## src/rtl/bcd_sum_conv.sv

```systemverilog
// Adds two unsigned operands and converts the sum to two BCD digits with a sequential
// double-dabble engine. Optional START_EDGE_EN treats start as an async pushbutton level.
module bcd_sum_conv #(
  parameter int unsigned WIDTH = 4
) (
  input  logic             clock,
  input  logic             reset_n,
  input  logic             start,
  input  logic [WIDTH-1:0] a,
  input  logic [WIDTH-1:0] b,
  output logic [3:0]       tens,
  output logic [3:0]       ones,
  output logic             busy,
  output logic             done
);

  localparam int unsigned SumW = WIDTH + 1;
  localparam int unsigned CntW = $clog2(WIDTH + 2);
  localparam logic [CntW-1:0] CntInit = CntW'(WIDTH + 1);

  typedef enum logic [1:0] {StIdle, StShift, StDone} state_e;

  state_e           state_q, state_d;
  logic [SumW-1:0]  sum_q, sum_d;
  logic [7:0]       bcd_q, bcd_d, bcd_adj;
  logic [CntW-1:0]  cnt_q, cnt_d;
  logic [3:0]       tens_q, tens_d, ones_q, ones_d;
  logic             busy_q, busy_d, done_q, done_d;
  logic             start_qual;

`ifdef START_EDGE_EN
  logic [2:0] sync_q;

  always_ff @(posedge clock or negedge reset_n) begin
    if (!reset_n) begin
      sync_q <= 3'b000;
    end else begin
      sync_q <= {sync_q[1:0], start};
    end
  end

  // Rising edge of the synchronised level: one qualifier pulse per press.
  assign start_qual = sync_q[1] & ~sync_q[2];
`else
  assign start_qual = start;
`endif

  always_ff @(posedge clock or negedge reset_n) begin
    if (!reset_n) begin
      state_q <= StIdle;
      sum_q   <= '0;
      bcd_q   <= '0;
      cnt_q   <= '0;
      tens_q  <= '0;
      ones_q  <= '0;
      busy_q  <= 1'b0;
      done_q  <= 1'b0;
    end else begin
      state_q <= state_d;
      sum_q   <= sum_d;
      bcd_q   <= bcd_d;
      cnt_q   <= cnt_d;
      tens_q  <= tens_d;
      ones_q  <= ones_d;
      busy_q  <= busy_d;
      done_q  <= done_d;
    end
  end

  always_comb begin
    state_d = state_q;
    unique case (state_q)
      StIdle:  if (start_qual) state_d = StShift;
      StShift: if (cnt_q == CntW'(1)) state_d = StDone;
      StDone:  state_d = StIdle;
      default: state_d = StIdle;
    endcase
  end

  always_comb begin
    sum_d   = sum_q;
    bcd_d   = bcd_q;
    cnt_d   = cnt_q;
    tens_d  = tens_q;
    ones_d  = ones_q;
    busy_d  = 1'b0;
    done_d  = 1'b0;
    bcd_adj = bcd_q;
    if (bcd_q[3:0] >= 4'd5) bcd_adj[3:0] = bcd_q[3:0] + 4'd3;
    if (bcd_q[7:4] >= 4'd5) bcd_adj[7:4] = bcd_q[7:4] + 4'd3;
    unique case (state_q)
      StIdle: begin
        if (start_qual) begin
          sum_d  = SumW'(a) + SumW'(b);
          bcd_d  = '0;
          cnt_d  = CntInit;
          busy_d = 1'b1;
        end
      end
      StShift: begin
        bcd_d  = {bcd_adj[6:0], sum_q[SumW-1]};
        sum_d  = {sum_q[SumW-2:0], 1'b0};
        cnt_d  = cnt_q - CntW'(1);
        busy_d = 1'b1;
      end
      StDone: begin
        // Digits change only here so the display never sees partial values.
        tens_d = bcd_q[7:4];
        ones_d = bcd_q[3:0];
        done_d = 1'b1;
      end
      default: ;
    endcase
  end

  assign tens = tens_q;
  assign ones = ones_q;
  assign busy = busy_q;
  assign done = done_q;

endmodule
```

## config.mk

```make
export PLATFORM = sky130hd
export DESIGN_NAME = bcd_sum_conv
export DESIGN_NICKNAME = d
export VERILOG_FILES = /design/src/rtl/bcd_sum_conv.sv
export SDC_FILE = /design/constraint.sdc
export NUM_CORES = 1
export LEC_CHECK = 0
export ABC_AREA = 1
export CAP_MARGIN = 20
export CORE_MARGIN = 2
export CORE_UTILIZATION = 40
export CTS_CLUSTER_SIZE = 20
export DETAILED_ROUTE_END_ITERATION = 10
export HOLD_SLACK_MARGIN = 0.12
export PLACE_DENSITY = 0.64
export SYNTH_ARGS = -nofsm -noshare
export SYNTH_HDL_FRONTEND = slang
export SYNTH_SLANG_ARGS = --single-unit
```

## constraint.sdc

```tcl
create_clock -name clock -period 2.1 [get_ports clock]
set_input_delay 0.42 -clock clock [delete_from_list [all_inputs] [get_ports clock]]
set_output_delay 0.42 -clock clock [all_outputs]
set_load 0.02 [all_outputs]
```

Word level (Yosys, flattened, before mapping):

Cells that the tools add are included.

* order comparisons: 2
* equality and inequality tests: 5
* add/subtract/negate cells: 4
* reductions and logical operators: 4
* mux-type cells: 14

Operator list (number)
* 8-bit one-hot mux with 2 select lines: 1
* 5-bit one-hot mux with 2 select lines: 1
* 4-bit by 3-bit greater-or-equal comparator with 1-bit output, second input constant: 2
* 8-bit two-way mux: 1
* 3-bit two-way mux: 2
* 3-bit one-hot mux with 2 select lines: 1
* 4-bit by 4-bit adder with 5-bit output: 1
* 5-bit two-way mux: 1
* 4-bit by 2-bit adder with 4-bit output, second input constant: 1
* 2-bit two-way mux: 2
* 4-bit two-way mux: 1
* 2-bit inequality test, second input constant: 2
* 2-bit one-hot mux with 2 select lines: 1
* 2-bit AND reduction: 2
* 3-bit by 2-bit adder with 3-bit output, second input constant: 1
* 3-bit by 1-bit equality test with 1-bit output, second input constant: 1
* 3-bit by 1-bit subtractor with 3-bit output, second input constant: 1
* 2-bit by 1-bit equality test with 1-bit output, second input constant: 1
* 2-bit equality test, second input constant: 1
* 2-bit logical NOT: 1
* 1-bit two-way mux: 2
* 1-bit one-hot mux with 2 select lines: 1
* 2-bit nonzero test: 1

* input bits: 11
* register bits after elaboration: 28
* logic and storage cells: 37
* output and inout bits: 10

Logic depth before layout (Yosys ltp):

Gate-level depths: netlist of run 1.

* word-level depth: 3
* gate-level depth with buffers: 9
* depth with buffers taken out: 9

Worst setup path after synthesis of run 1:

Ideal clock, no wire load.

* path kind: input-to-reg
* start: input a[0]
* end: register sum_q[2]
* data required time: 2013 ps
* arrival: 1288 ps
* cell stages on the path: 5
* path slack: 725 ps
* path through: ha_1 -> inv_1 -> fa_1 -> xor2_1 -> o211ai_1

* word-level cells in the longest chain between the ends: 3

RTL lines
* from (decl): line 9 `input logic [WIDTH-1:0] a,`
* 4-bit by 4-bit adder with 5-bit output: line 94 `sum_d = SumW'(a) + SumW'(b);`
* 5-bit two-way mux: line 93 `if (start_qual) begin`
* 5-bit one-hot mux with 2 select lines: line 91 `unique case (state_q)`
* to (signal assigned): line 60 `sum_q <= sum_d;`
* to (decl): line 24 `logic [SumW-1:0] sum_q, sum_d;`

No other way between the ends. The select of a mux whose other input is x is not followed.
A chain may end at the register's enable or synchronous reset.

Worst setup path in the final report of run 1:

* start: register ones_q[1] (netlist: ones[1])
* end: output ones[1]

RTL lines
* from (decl): line 27 `logic [3:0] tens_q, tens_d, ones_q, ones_d;`
* from (signal assigned): line 64 `ones_q <= ones_d;`
* to (decl): line 12 `output logic [3:0] ones,`

No word-level cell between the ends.

==> run metrics, run 1 <==
Slowest cell on crit path=clkdlybuf4s50_1; wire per inst=around 11 µm; Avg Vias per Cell=4.839; GR Util All Layers=14.53%; clock slew at the register clock pins of the worst setup and hold paths=0.10 ns; Worst EP required=1.68 ns; Tightest Pin Transition=approximately 0.35 ns; sequential-to-total area share from yosys stat=a little under half; met1 wire length=1204 µm; r2r setup slk=0.76 ns; Setup-failing EPs final=0; area of the core=3606 µm²; via count=between 1000 and 1500; Crit path buffers/inverters=1; vias in the first global route=1135; final period utilization=78.82%; status=completed; syn_area_per_cell=a little under 9 µm²; synth warn=0; Cell Area, Placed=1715 µm²; EDFF count, synth=0; clk buf depth=2; Starting Density=40.77%; CTS resizes=0; synthesized area=1470 µm²; r2r endpoint=bcd_q[4]; TritonRoute pass-1 iters=4; relative slew slack=76.70%; PwrDens=1385 nW/µm²; Max Clock Freq=between 0.6 and 0.7 GHz; DRT Wirelength=2620 µm; Post-Syn Nets=between 150 and 200; fin worst setup slack=between 0.4 and 0.5 ns; initial drt markers=26; worst min-delay path class=flip-flop to flip-flop; Detailed Place HPWL=1976 µm; origin of the critical flop-to-flop path=bcd_q[0]; Post-Place Worst Slack=around 0.20 ns; Buffers on Ports=20; post-synth top area share=47.66%; Max IR drop VDD=between 0.4 and 0.5 mV; WHS Path Cells=2; hold violation total from the final report=0; Setup Skew=0.003434 ns; asr flop ratio synth=100.0%; Routed Antenna Nets=0; initial antenna violation count=0; clock root cell=clkbuf_8; Skew-Pair Late Insertion Delay=0.27 ns; Die H=64.63 µm; share of layout cells above drive strength 1=12.77%; min Tclk post-route=between 1.5 and 2 ns; TritonCTS clock tree=done; worst path cell trace=clkdlybuf4s50_1; # diodes=0; RSZ-0062 raised after global routing=false; Post-synth top flop=dfrtp_1; Die Area=4176 µm²; area leader, netlist=dfrtp_1; worst hold endpoint=tens[3]; Leak=between 0.8 and 0.9 nW; largest cells by area after synthesis=dfrtp_1 (48%), nand2_1 (11%), ha_1 (8.5%); Final Cell Area=1770 µm²; Yosys reg bits=28; Die Wd=roughly 65 µm; post-synth cell types=23; worst stage delay on the critical path=0.60 ns; top-count cell post-synth=nand2_1; Top Metal Used=met4; Site Rows=22; CP Max Fanout=2; Slew Limit Fails=0; routed wl met3=~66 µm; Fill cells=350; nets@finish=211; Post CTS Setup Buffer Count=0; area delta synth->final=20.43%; H-tree lvl count=1; total negative slack=0 ns; HP Start=tens[3]; Worst Setup SP=ones[1]; Hold-fix buffers, CTS=0; CP delay by family, top=buffers and inverters; worst r2r path cells=7; max-cap violations=0; CP Capture Type=output pin; met2 routed WL=1291 µm; I/O pin cnt=21; first-pass GRT wire length=4698 µm; CP startpoint kind=flip-flop; clk sinks=28; Critical Path AT=approximately 1.2 ns; critical path type=flip-flop to output pin; pin count of the biggest net entering global routing=29; Finished Layout Cells=236; synth cell count leaders=nand2_1 (45), dfrtp_1 (28), inv_1 (21); Congestion Overflow GR=0; GPL Wtd Cong=around 0.7; Post-Synthesis Cells=165; Remaining DRCs=0; TritonCTS Buffers=3; Placed Cells=232
[cell families after synthesis]
logic type | count (synthesis) | synth area share, %
xor+xnor | 1 | 0.5959
flops | 28 | 47.66
compound gates | 29 | 14.13
fa+ha+maj | 11 | 9.872
simple gates | 68 | 19.32
buf+inv | 28 | 8.426
[cell type report]
| class | count | area [µm²] | share of cell area [%] |
|---|---|---|---|
| clock buffers | 4 | 55.05 | 3.110 |
| inverters | 25 | 93.84 | 5.300 |
| multi-input cells | 109 | 645.6 | 36.47 |
| flip-flops and latches | 28 | 700.7 | 39.58 |
| well taps | 48 | 60.06 | 3.392 |
| repair buffers | 22 | 215.2 | 12.16 |
[worst register-to-register path, stage by stage, from the launching register on]
cell and delay (ns):
dfrtp_1 0.41, inv_1 0.17, ha_1 0.21, inv_1 0.05, nand2_1 0.10, nand3_1 0.12, nand2_1 0.09, o21ai_0 0.08
[state kept, by name, indices dropped and copies added (netlist names)]
name / count
bcd_q: 8
busy: 1
cnt_q: 3
done: 1
ones: 4
state_q: 2
sum_q: 5
tens: 4
[placed cells by master (no fill, tap or decap), types with 2 or more instances in the layout]
cell	synthesis	layout
a21oi_1	3	3
a22oi_2	2	2
buf_4	1	2
clkbuf_8	0	4
clkdlybuf4s50_1	0	20
dfrtp_1	28	28
ha_1	10	10
inv_1	21	21
inv_2	4	4
nand2_1	45	45
nand3_1	14	14
nand4_1	2	2
nor2_1	4	4
o211ai_1	2	2
o21ai_0	8	8
o21ai_1	2	2
o21ai_2	10	10
[worst max path at each step]
stage / endpoint / depth (start not counted)
CTS: ones[1] / 1
global route: sum_q[4] / 7
detailed placement: sum_q[2] / 6
global placement: sum_q[2] / 6
floorplan: sum_q[2] / 5
finish: ones[1] / 1
[per-layer routing]
layer / track usage, % / up-vias
met1: 16.01 / 532
met2: 26.82 / 22
li1: - / 584
met4: 7.447 / 0
met3: 2.257 / 4
met5: 0 / -
[report_power, final]
group | switching [mW] | internal [mW]
Clock | 0.168 | 0.168
Combinational | 0.698 | 0.493
Sequential | 0.152 | 0.772
[through the flow]
stage / hold slack [ns] / utilization (%) / power, mW
global placement: 0.4635 / 47.57 / 2.081
CTS: 0.4930 / 49.10 / 2.476
global route: 0.5122 / 49.10 / 2.675
detailed placement: 0.4700 / 47.57 / 2.142
finish: 0.4898 / 49.10 / 2.451
floorplan: 0.1244 / - / 1.776
Note: power is estimated with default switching activity, not from simulation.
==> run 2: changes to the inputs <==
--- a/config.mk
+++ b/config.mk
@@ -12,7 +12,7 @@
 export CTS_CLUSTER_SIZE = 20
 export DETAILED_ROUTE_END_ITERATION = 10
 export HOLD_SLACK_MARGIN = 0.12
-export PLACE_DENSITY = 0.64
+export PLACE_DENSITY = 0.66
 export SYNTH_ARGS = -nofsm -noshare
 export SYNTH_HDL_FRONTEND = slang
 export SYNTH_SLANG_ARGS = --single-unit
==> constraint.sdc (replaced) <==
create_clock -name clock -period 1.5 [get_ports clock]
set_input_delay 0.3 -clock clock [delete_from_list [all_inputs] [get_ports clock]]
set_output_delay 0.3 -clock clock [all_outputs]
set_load 0.02 [all_outputs]
==> run 2 against run 1 <==
  * Worst hold slack worse by 0.089 ns
  * Final cell count up 1.7%
  * Via count down 0.53%
  * Power up 37%
  * Core utilization up 0.56 points
  * Clock skew up 0.0024 ns
  * Routed wire length down 2.7%
  * First-iteration DRC count up 73%
  * Clock-buffer cell count unchanged
  * Flip-flop and latch count unchanged
==> run metrics, run 2 (synthesis gave the netlist of run 1 again) <==
status=completed (unchanged); Max Clock Freq=0.6856 GHz; Setup-failing EPs final=0 (unchanged); clk sinks=28 (unchanged); Sequential Power Share=38.5% (was 37.7%); share of layout cells above drive strength 1=15.10% (was 12.77%); worst r2r path cells=8 (was 7); sw power=1.398 mW (was 1.018 mW); Remaining DRCs=0 (unchanged); max-cap violations=0 (unchanged); Avg Vias per Cell=4.733 (was 4.839); wire per inst=10.63 µm (was 11.10 µm); total negative slack=0 ns (unchanged); vias in the first global route=1144 (was 1135); H-tree lvl count=1 (unchanged); Hold-fix buffers, CTS=0 (unchanged); Post CTS Setup Buffer Count=0 (unchanged); origin of the critical flop-to-flop path=bcd_q[1] (was bcd_q[0]); CP Max Fanout=2 (unchanged); # diodes=0 (unchanged); TritonRoute pass-1 iters=4 (unchanged); clk buf depth=2 (unchanged); min Tclk post-route=around 1.5 ns; relative slew slack=76.82% (was 76.70%); worst path cell trace=clkdlybuf4s50_1, ha_1, inv_1, fa_2, xor2_1, o211ai_1 (was clkdlybuf4s50_1); Congestion Overflow GR=0 (unchanged); Setup Skew=0.005810 ns (was 0.003434 ns); Finished Layout Cells=240 (was 236); Leak=0.9003 nW (was 0.8599 nW); GPL Wtd Cong=0.7373 (was 0.7088); Sw Ratio=41.76% (was 41.51%); CP Capture Type=flip-flop (was output pin); Post-Place Worst Slack=-0.2986 ns (was 0.1960 ns); TritonCTS Buffers=3 (unchanged); biggest regs=bcd_q: 8 flops, sum_q: 5 flops (unchanged); Worst EP required=1.69 ns (was 1.68 ns); Routed Antenna Nets=0 (unchanged); clock slew at the register clock pins of the worst setup and hold paths=0.09 ns (was 0.10 ns); Slowest cell on crit path=clkdlybuf4s50_1 (unchanged); area delta synth->final=21.79% (was 20.43%); CP startpoint kind=primary input (was flip-flop); most frequent cells in the layout=nand2_1 (45), dfrtp_1 (28), inv_1 (21) (unchanged); PwrDens=1869 nW/µm² (was 1385 nW/µm²); Max IR drop VDD=0.5453 mV (was 0.4561 mV); fin worst setup slack=0.04146 ns (was 0.4447 ns); r2r endpoint=bcd_q[2] (was bcd_q[4]); via count=1136 (was 1142); initial drt markers=45 (was 26); Clock power frac=13.6% (was 13.7%); Starting Density=40.77% (unchanged); pin count of the biggest net entering global routing=29 (unchanged); TritonCTS clock tree=done (unchanged); Die Wd=64.63 µm (unchanged); Site Rows=22 (unchanged); DRT Wirelength=2550 µm (was 2620 µm); I/O pin cnt=21 (unchanged); r2r setup slk=0.22 ns (was 0.76 ns); hold violation total from the final report=0 (unchanged); Buffers on Ports=20 (unchanged); Detailed Place HPWL=1992 µm (was 1976 µm); Int Power=1.949 mW (was 1.434 mW); Placed Cells=236 (was 232); most common cell after layout, fill and taps aside=nand2_1 (unchanged); final period utilization=a little over nine tenths; clock root cell=clkbuf_8 (unchanged); Die Area=4176 µm² (unchanged); area of the core=3606 µm² (unchanged); Skew-Pair Late Insertion Delay=0.27 ns (about the same); Critical Path AT=1.65 ns (was 1.24 ns); worst stage delay on the critical path=0.46 ns (was 0.60 ns); initial antenna violation count=0 (unchanged); Slew Limit Fails=0 (unchanged); Die H=64.63 µm (unchanged); Tightest Pin Transition=0.3477 ns (was 0.3494 ns); critical path type=primary input to flip-flop (was flip-flop to output pin); nets@finish=215 (was 211); most flop-heavy register=bcd_q (unchanged); Combinational Power Share=47.9% (was 48.6%); first-pass GRT wire length=4540 µm (was 4698 µm); worst min-delay path class=primary input to async pin (was flip-flop to flip-flop); RSZ-0062 raised after global routing=true (was false); Largest register FFs=8 (unchanged); GR Util All Layers=13.99% (was 14.53%)
## run 2: metal layers
layer | vias to the layer above | track usage (%) | wire length [µm]
met5 | - | 0 | 0
met4 | 0 | 7.181 | 52
met3 | 4 | 1.563 | 74
met2 | 24 | 26.69 | 1305
met1 | 520 | 15.06 | 1117
li1 | 588 | - | -
## run 2: layout make-up
class / count / area (µm²)
Multi-Input combinational cell: 109 / 648.1
Inverter: 25 / 93.84
Clock buffer: 4 / 55.05
Timing Repair Buffer: 26 / 232.7
Sequential cell: 28 / 700.7
Tap cell: 48 / 60.06
Fill cell: 343 / 1815
## run 2: metrics by stage
| stage | instance area [µm²] | util (%) | power, mW | hold slack (ns) |
|---|---|---|---|---|
| 2_1_floorplan | 1470 | - | 2.487 | 0.004409 |
| 3_3_place_gp | 1745 | 48.40 | 2.942 | 0.4634 |
| 3_5_place_dp | 1745 | 48.40 | 3.021 | 0.4687 |
| 4_1_cts | 1790 | 49.65 | 3.397 | 0.4061 |
| 5_1_grt | 1790 | 49.65 | 3.678 | 0.4163 |
| 6_report | 1790 | 49.65 | 3.347 | 0.4012 |
## run 2: how the worst max path moves through the flow
| stage | from | to | slack, ns |
|---|---|---|---|
| floorplan | a[0] | sum_q[2] | 0.25 |
| finish | a[0] | sum_q[2] | 0.04 |
| global route | a[0] | sum_q[2] | -0.0009 |
| detailed placement | a[0] | sum_q[2] | -0.30 |
| global placement | a[0] | sum_q[2] | -0.26 |
| CTS | a[0] | sum_q[2] | 0.05 |
## run 2: timing repair
| action | in CTS | in global routing |
|---|---|---|
| gates resized for setup | 11 | 1 |
| endpoints found under the hold margin | 0 | 0 |
| pin swaps | 0 | 0 |
| endpoints found under the setup margin | 11 | 1 |
## run 2: power by group through the flow
| stage | Sequential, mW | Combinational, mW | Clock, mW |
|---|---|---|---|
| after floorplan | 1.42 | 1.06 | 0 |
| after global placement | 1.30 | 1.65 | 0 |
| after detailed placement | 1.31 | 1.71 | 0 |
| after CTS | 1.29 | 1.63 | 0.474 |
| after global routing | 1.33 | 1.83 | 0.516 |
| final | 1.29 | 1.60 | 0.455 |
## run 2: critical path: cells and delay by family
family,cells,cell delay [ns]
buffers and inverters,2,0.52
XOR/XNOR,1,0.17
AO/OA/AOI/OAI,1,0.15
adder cells (fa/ha/maj),2,0.51
==> run 3: changes to the inputs <==
--- a/config.mk
+++ b/config.mk
@@ -12,6 +12,7 @@
 export CTS_CLUSTER_SIZE = 20
 export DETAILED_ROUTE_END_ITERATION = 10
 export HOLD_SLACK_MARGIN = 0.12
+export MAX_ROUTING_LAYER = met4
 export PLACE_DENSITY = 0.66
 export SYNTH_ARGS = -nofsm -noshare
 export SYNTH_HDL_FRONTEND = slang
==> results of run 3 <==
Final layout, timing and power as in run 2 (identical DEF).
Among the figures that moved: final weighted congestion in routability-driven placement 0.7373 -> 0.7464; overall routing resource usage 13.99% -> 14.37%
